$ cat config.mk
export PLATFORM = sky130hd
export DESIGN_NAME = lfsr_core
export DESIGN_NICKNAME = d
export VERILOG_FILES = /design/src/rtl/lfsr_pkg.sv /design/src/rtl/lfsr_core.sv
export SDC_FILE = /design/constraint.sdc
export NUM_CORES = 1
export LEC_CHECK = 0
export ABC_CLOCK_PERIOD_IN_PS = 1230
export BUFFER_PORTS_ARGS = -buffer_cell sky130_fd_sc_hd__buf_4
export CORE_AREA = 8 8 45 47
export CTS_CLUSTER_SIZE = 20
export DETAILED_ROUTE_END_ITERATION = 8
export DIE_AREA = 0 0 53 55
export HOLD_SLACK_MARGIN = 0.06
export SYNTH_ARGS = -nofsm -noshare
export SYNTH_HDL_FRONTEND = slang
export SYNTH_SLANG_ARGS = --single-unit
export TNS_END_PERCENT = 5
$ cat constraint.sdc
create_clock -name clk_sys -period 1.23 [get_ports clk_sys]
set_clock_uncertainty 0.1 [all_clocks]
set_input_delay 0.0615 -clock clk_sys [delete_from_list [all_inputs] [get_ports clk_sys]]
set_output_delay 0.0615 -clock clk_sys [all_outputs]
set_load 0.1 [all_outputs]
$ cat src/rtl/lfsr_pkg.sv
// Shared LFSR conventions for the PRBS generator and checker: state encoding,
// default polynomial and the next-bit function.
package lfsr_pkg;

  typedef enum logic [1:0] {
    ST_SEED   = 2'd0,
    ST_HUNT   = 2'd1,
    ST_LOCKED = 2'd2
  } lfsr_state_e;

  localparam int                        LFSR_WIDTH_DEF = 8;
  localparam logic [LFSR_WIDTH_DEF-1:0] TAPS_DEF       = 8'hB8;
  localparam int                        LFSR_MAX_WIDTH = 32;

  // Callers zero-extend narrower registers up to LFSR_MAX_WIDTH.
  function automatic logic lfsr_next_bit(input logic [LFSR_MAX_WIDTH-1:0] state,
                                         input logic [LFSR_MAX_WIDTH-1:0] taps);
    return ^(state & taps);
  endfunction

endpackage

$ cat src/rtl/lfsr_core.sv
// Left-shifting LFSR register with selectable load source (received or
// predicted bit) and the predicted next bit; shared with the generator.
module lfsr_core
  import lfsr_pkg::*;
#(
  parameter int               WIDTH = LFSR_WIDTH_DEF,
  parameter logic [WIDTH-1:0] TAPS  = TAPS_DEF
) (
  input  logic             clk_sys,
  input  logic             rst_b,
  input  logic             shift_en,
  input  logic             use_pred,
  input  logic             rx_bit,
  output logic [WIDTH-1:0] state,
  output logic             pred
);

  logic [WIDTH-1:0] state_q;
  logic             load_bit;

  assign pred     = lfsr_next_bit(LFSR_MAX_WIDTH'(state_q), LFSR_MAX_WIDTH'(TAPS));
  assign load_bit = use_pred ? pred : rx_bit;
  assign state    = state_q;

  always_ff @(posedge clk_sys or negedge rst_b) begin
    if (!rst_b) begin
      state_q <= '0;
    end else if (shift_en) begin
      state_q <= {state_q[WIDTH-2:0], load_bit};
    end
  end

endmodule

==> results of run 1 <==
-- cell families (layout without fill, tap and decap cells) --
kind of cell / count (synthesis) / count (layout) / share of synthesized area [%]
DFF: 8 / 8 / 59.7
AOI/OAI and AO/OA: 2 / 2 / 4.10
muxes: 7 / 7 / 23.5
xor gates and xnor gates: 3 / 3 / 7.84
buffers and inverters: 2 / 27 / 2.61
and+or+nand+nor: 1 / 1 / 2.24
-- worst paths after layout --
kind | from | end | slack (ns)
max | state[5] | pred | -0.26
min | rx_bit | state[0] | 0.07
max reg2reg | state[7] | state[0] | -0.02
min reg2reg | state[1] | state[2] | 0.43
max in group asynchronous | rst_b | state[7] | 0.22
min in group asynchronous | rst_b | state[4] | 0.62
-- Yosys cell counts --
cell / n / area share (%)
mux2_2: 7 / 24
xor2_1: 1 / 2.6
dfrtp_1: 8 / 60
inv_1: 1 / 1.1
nand3b_1: 1 / 2.2
buf_2: 1 / 1.5
xnor2_1: 2 / 5.2
a31o_1: 1 / 2.6
o21ai_0: 1 / 1.5
-- critical path: stages, from the launching register on --
cell	delay (ns)
dfrtp_4	0.50
xnor2_4	0.22
xnor2_4	0.15
buf_12	0.19
-- metal layers --
| metal | routed length [um] | vias to the layer above | global-route usage (%) |
|---|---|---|---|
| met1 | 288 | 129 | 6.38 |
| met4 | 0 | 0 | 3.88 |
| met5 | 0 | - | 0 |
| met2 | 435 | 5 | 9.96 |
| met3 | 55 | 0 | 3.74 |
| li1 | - | 128 | - |
-- placed cells by master, fill, tap and decap left out --
| master | netlist | layout |
|---|---|---|
| clkbuf_4 | 0 | 3 |
| clkbuf_1 | 0 | 1 |
| xor2_4 | 0 | 1 |
| nand3b_1 | 1 | 1 |
| buf_4 | 0 | 11 |
| buf_6 | 0 | 1 |
| o21ai_0 | 1 | 1 |
| dfrtp_4 | 0 | 4 |
| buf_12 | 0 | 5 |
| dlygate4sd3_1 | 0 | 5 |
| mux2_2 | 7 | 7 |
| a31o_1 | 1 | 1 |
| xnor2_4 | 0 | 2 |
| inv_1 | 1 | 1 |
| dfrtp_1 | 8 | 4 |
-- cell type report --
cell class              count  area, um^2
inverters                   1        3.75
repair buffers             22         244
well taps                  16        20.0
clock buffers               4        26.3
multi-input cells          13         183
flip-flops and latches      8         215
fillers                   121         692
-- timing repair --
action / 4_1_cts / 5_1_grt
endpoints found under the setup margin: 6 / 6
hold buffers: 5 / 0
hold endpoints to repair: 14 / 0
resized for setup: 16 / 0
buffers inserted: 0 / 0
-- metrics by stage --
step	instances	instance area (um^2)
5_1_grt	64	692
3_3_place_gp	55	549
4_1_cts	64	692
2_1_floorplan	23	407
3_5_place_dp	55	549
6_report	64	692
==> metrics.md, run 1 <==
| Metric | Value |
|---|---|
| Outcome | `finished with violations` |
| Failing checks | `setup timing` |
| Worst rel slew slack | `81.3%` |
| Core ar. | `1380 um^2` |
| Hold Path Stages | `4` |
| Gr ovfl total | `0` |
| Synth Register Bits | `8` |
| Worst-path maximum fanout | `2` |
| Clock Latency Late Sink | `0.25 ns` |
| Starting Density | `24.2%` |
| Register clock-pin slew on the reported worst setup and hold paths | `0.06 ns` |
| CP required | `1.07 ns` |
| Crit Path Class | `reg -> out` |
| Final #Nets | `54` |
| Worst path arrival time | `1.33 ns` |
| RSZ-0062 raised after global routing | `true` |
| Largest register FFs | `8` |
| Syn Inst Count | `23` |
| Drt drc | `0` |
| First-pass GRT wire length | `1.32 mm` |
| Final Setup Violations | `4` |
| Via count | `262` |
| N_diodes | `0` |
| Antenna violations before repair | `0` |
| Final worst slack | `-0.258 ns` |
| Fmax | `0.672 GHz` |
| Syn-to-layout area delta | `106%` |
| Net Count, Synth | `28` |
| Final hold vios | `0` |
| Placer Congestion | `0.709` |
| Final ANT Viol Nets | `0` |
| Max Root-Sink Buffers | `2` |
| Starting DRT DRC Count | `1` |
| Fin crit period | `1.49 ns` |
| Sink Count | `8` |
| Worst Setup End Kind | `output pin` |
| Dpl ws | `-0.0899 ns` |
| Final Cycle Share | `121%` |
| Vias in the first global route | `301` |
| Worst-case reg-to-reg path depth | `3` |
| Mapped Area | `335 um^2` |
| Worst hold slack | `0.0669 ns` |
| Initial DRT Pass Iterations | `2` |
| Slew Limit Fails | `0` |
| H-Tree Depth | `1` |
| Post-Route Setup TNS | `-0.282 ns` |
| Final HPWL DP | `626 um` |
| TritonCTS Buffers | `3` |
| Max cap viols | `0` |
| Hold Path Class | `in -> reg` |
| I/O pins | `14` |
| Tot GR Track Use | `6.34%` |
| Share of cells above drive strength 1 | `70.8%` |
| Element type at the critical path start | `flip-flop` |
| Die area | `2920 um^2` |
| Post-synthesis sequential area ratio | `59.7%` |
| Distinct cells, synth | `9` |
| Drt wl/cell | `12.2 um` |
| Largest net degree at the start of global routing | `11` |
| CTS tree | `built` |
| Height of the die | `55 um` |
| Synthesis Warnings | `0` |
| Mapped Avg Cell Area | `14.6 um^2` |
| Via/cell ratio | `4.09` |
| Utilization after layout | `50.0%` |
| Die width | `53 um` |
| Worst slew pin tran | `0.283 ns` |
| Rows | `14` |
| Root Driver | `clkbuf_4` |
| Final wirelength | `779 um` |
| Buffers added on ports | `13` |
Power of run 1 is not shown: default switching activity piles up to over one toggle a cycle in this logic, so the estimate is an artifact.
==> run 2: changes to the inputs <==
- ABC_AREA: default -> 1
==> metrics.md, run 2 <==
| Metric | Value |
|---|---|
| Worst hold slack | `0.174 ns (+0.107 ns)` |
| Top-count cell post-synth | `nand2_1` |
| DP Cell Count | `80 (+45%)` |
| Distinct cells, synth | `8 (-1)` |
| Largest register FFs | `8 (unchanged)` |
| N_diodes | `0 (unchanged)` |
| Post-synth EDFFs | `0 (unchanged)` |
| Die area | `2920 um^2 (unchanged)` |
| Post-Route Setup TNS | `-0.277 ns (+0.00520 ns)` |
| Worst path most repeated cell | `nand2_2` |
| Most frequent cells in the layout | `buf_4 (17), nand2_1 (15), o21ai_0 (7), inv_2 (5)` |
| Drt drc | `0 (unchanged)` |
| CTS tree | `built` |
| TritonCTS Buffers | `3 (unchanged)` |
| Max Root-Sink Buffers | `2 (unchanged)` |
| I/O pins | `14 (unchanged)` |
| Final Cycle Share | `118% (-2.5 points)` |
| Largest net degree at the start of global routing | `12 (+1)` |
| Die width | `53 um (unchanged)` |
| Clock Latency Late Sink | `0.25 ns (about the same)` |
| H-Tree Depth | `1 (unchanged)` |
| Crit Path Class | `reg -> out` |
| Final cell count without fillers | `89 (+39%)` |
| Area fraction of the dominant cell type after synthesis | `54.6% (-5.1 points)` |
| Share of cells above drive strength 1 | `52.1% (-19 points)` |
| Mapped Avg Cell Area | `7.64 um^2 (-48%)` |
| Initial DRT Pass Iterations | `2 (unchanged)` |
| Post-CTS Setup Bufs | `0 (unchanged)` |
| Slew Limit Fails | `0 (unchanged)` |
| Element type at the critical path start | `flip-flop` |
| First-pass GRT wire length | `1.46 mm (+11%)` |
| Dpl ws | `-0.118 ns (-0.0277 ns)` |
| Final worst slack | `-0.227 ns (+0.0310 ns)` |
| Gr ovfl total | `0 (unchanged)` |
| CP Cell Sequence | `nand2_2, inv_2, nor2_2, nand2_2, nand2_8, buf_12` |
| Fin crit period | `1.46 ns (-0.0310 ns)` |
| Final HPWL DP | `671 um (+7.1%)` |
| Worst path arrival time | `1.30 ns (-0.03 ns)` |
| Share of flip-flops with an asynchronous set or reset | `100% (unchanged)` |
| Height of the die | `55 um (unchanged)` |
| Power Density | `2270 nW/um^2` |
| Mapped Area | `367 um^2 (+9.3%)` |
| Via/cell ratio | `4.16 (+1.6%)` |
| Worst Setup End Kind | `output pin` |
| Syn-to-layout area delta | `77.5%` |
| RSZ-0062 raised after global routing | `true` |
| Rows | `14 (unchanged)` |
| Commonest non-fill, non-tap cell in the layout | `buf_4` |
| Final hold vios | `0 (unchanged)` |
| Worst slew pin tran | `0.279 ns (-0.00409 ns)` |
| Net Count, Synth | `53 (+89%)` |
| Vias in the first global route | `339 (+13%)` |
| Syn Inst Count | `48 (+110%)` |
| Root Driver | `clkbuf_4` |
| Failing checks | `setup timing` |
| Post-synthesis sequential area ratio | `54.6% (-5.1 points)` |
| Cell taking the most area after synthesis | `dfrtp_1` |
| Fmax | `0.687 GHz (+2.1%)` |
| CP peak stage delay | `0.50 ns (about the same)` |
| Top post-synthesis cells by area | `dfrtp_1 (55%), nand2_1 (19%), o21ai_0 (9.6%), inv_1 (7.2%), nor2_1 (4.1%)` |
| Final wirelength | `895 um (+15%)` |
| Most frequent cells after synthesis | `nand2_1 (19), dfrtp_1 (8), inv_1 (7), o21ai_0 (7), nor2_1 (4)` |
| Sequential Area | `216 um^2 (+0.58%)` |
| Critical-path top delay cell | `dfrtp_4` |
| LEAKAGE | `0.000319 uW` |
| Max cap viols | `0 (unchanged)` |
| Register clock-pin slew on the reported worst setup and hold paths | `0.05 ns (about the same)` |
| CP required | `1.07 ns (about the same)` |
| Footprint of the multi-input gates | `174 um^2 (-4.8%)` |
| Via count | `370 (+41%)` |
| Worst-path maximum fanout | `5 (+3)` |
| Drt wl/cell | `10.1 um (-17%)` |
| Final Setup Violations | `2 (-2)` |
| Synth Register Bits | `8 (unchanged)` |
| Hold Path Class | `in -> async` |
| Worst VDD drop | `1.28 mV` |
| Starting DRT DRC Count | `5 (+4)` |
| Post-synth top flop | `dfrtp_1` |
| Placer Congestion | `0.693 (-2.3%)` |
| Core ar. | `1380 um^2 (unchanged)` |
| Final ANT Viol Nets | `0 (unchanged)` |
| Sink Count | `8 (unchanged)` |
| Antenna violations before repair | `0 (unchanged)` |
| Worst rel slew slack | `81.5% (+0.27 points)` |
| Starting Density | `26.5% (+2.3 points)` |
| Synthesis Warnings | `0 (unchanged)` |
| Fillers | `142 (+17%)` |
| Final #Nets | `79 (+46%)` |
| Tot GR Track Use | `7.15% (+0.81 points)` |
| Buffers added on ports | `13 (unchanged)` |
| Outcome | `finished with violations` |
==> run 2: changes by cell type after synthesis <==
| cell | before | now |
|---|---|---|
| inv_1 | 1 | 7 |
| xnor2_1 | 2 | 1 |
| nand3b_1 | 1 | 0 |
| nand2_1 | 0 | 19 |
| xor2_1 | 1 | 0 |
| nand3_1 | 0 | 1 |
| mux2_2 | 7 | 0 |
| o21ai_0 | 1 | 7 |
| nor2_1 | 0 | 4 |
| a31o_1 | 1 | 0 |
==> run 2: final timing paths <==
| kind | from | end | slack [ns] | depth (start not counted) |
|---|---|---|---|---|
| worst min register to register | state[2] | state[3] | 0.41 | 2 |
| max in group asynchronous | rst_b | state[7] | 0.71 | 3 |
| worst max-delay path | state[4] | pred | -0.23 | 6 |
| min in group clk_sys | state[2] | state[3] | 0.41 | 2 |
| worst min-delay path | rst_b | state[4] | 0.17 | 3 |
| worst max register to register | state[5] | state[0] | -0.05 | 7 |
==> run 2: per-layer routing <==
metal	up-vias	global-route usage, %	share of wire [%]	wire [um]
met5	-	0	0	0
met4	0	6.47	2.8	25
met3	2	3.21	6.3	56
met2	9	10.5	49	441
met1	161	7.59	41	371
li1	198	-	-	-
==> run 2: kinds of logic after synthesis <==
group           synth area share, %
buf+inv                        8.53
simple gates                   24.9
flops                          54.6
xor+xnor                       2.39
compound gates                 9.56
==> run 2: power breakdown <==
part	leakage (uW)	internal (uW)	switching, uW
clock network	0.0000150	124	85.8
logic	0.000209	256	627
registers	0.0000952	327	54.4
total	0.000319	707	767
==> run 2: area by class of cell <==
class,instances,share of cell area [%]
repair buffers,22,28.8
clock buffers,4,4.04
well taps,16,3.08
inverters,7,4.04
flip-flops and latches,8,33.3
multi-input cells,32,26.7
==> run 2: metrics by stage <==
step                      total power [uW]  cell area, um^2  utilization (%)
after floorplan                       1020              419                -
after CTS                             1500              653             47.2
final                                 1470              651             47.0
after detailed placement              1210              562             40.6
after global placement                1210              562             40.6
after global routing                  1550              651             47.0
==> run 2: what timing repair did <==
action,in CTS,in global routing
hold endpoints to repair,14,0
pin swaps,1,1
endpoints found under the setup margin,2,10
resized for setup,5,1
hold buffers,5,0
==> run 2: critical path, delay by kind of cell, from the launching register on <==
family,cells,cell delay (ns)
AND/OR/NAND/NOR,4,0.34
buffers and inverters,2,0.19
flip-flops,1,0.50
Note: power is estimated with default switching activity, not from simulation.
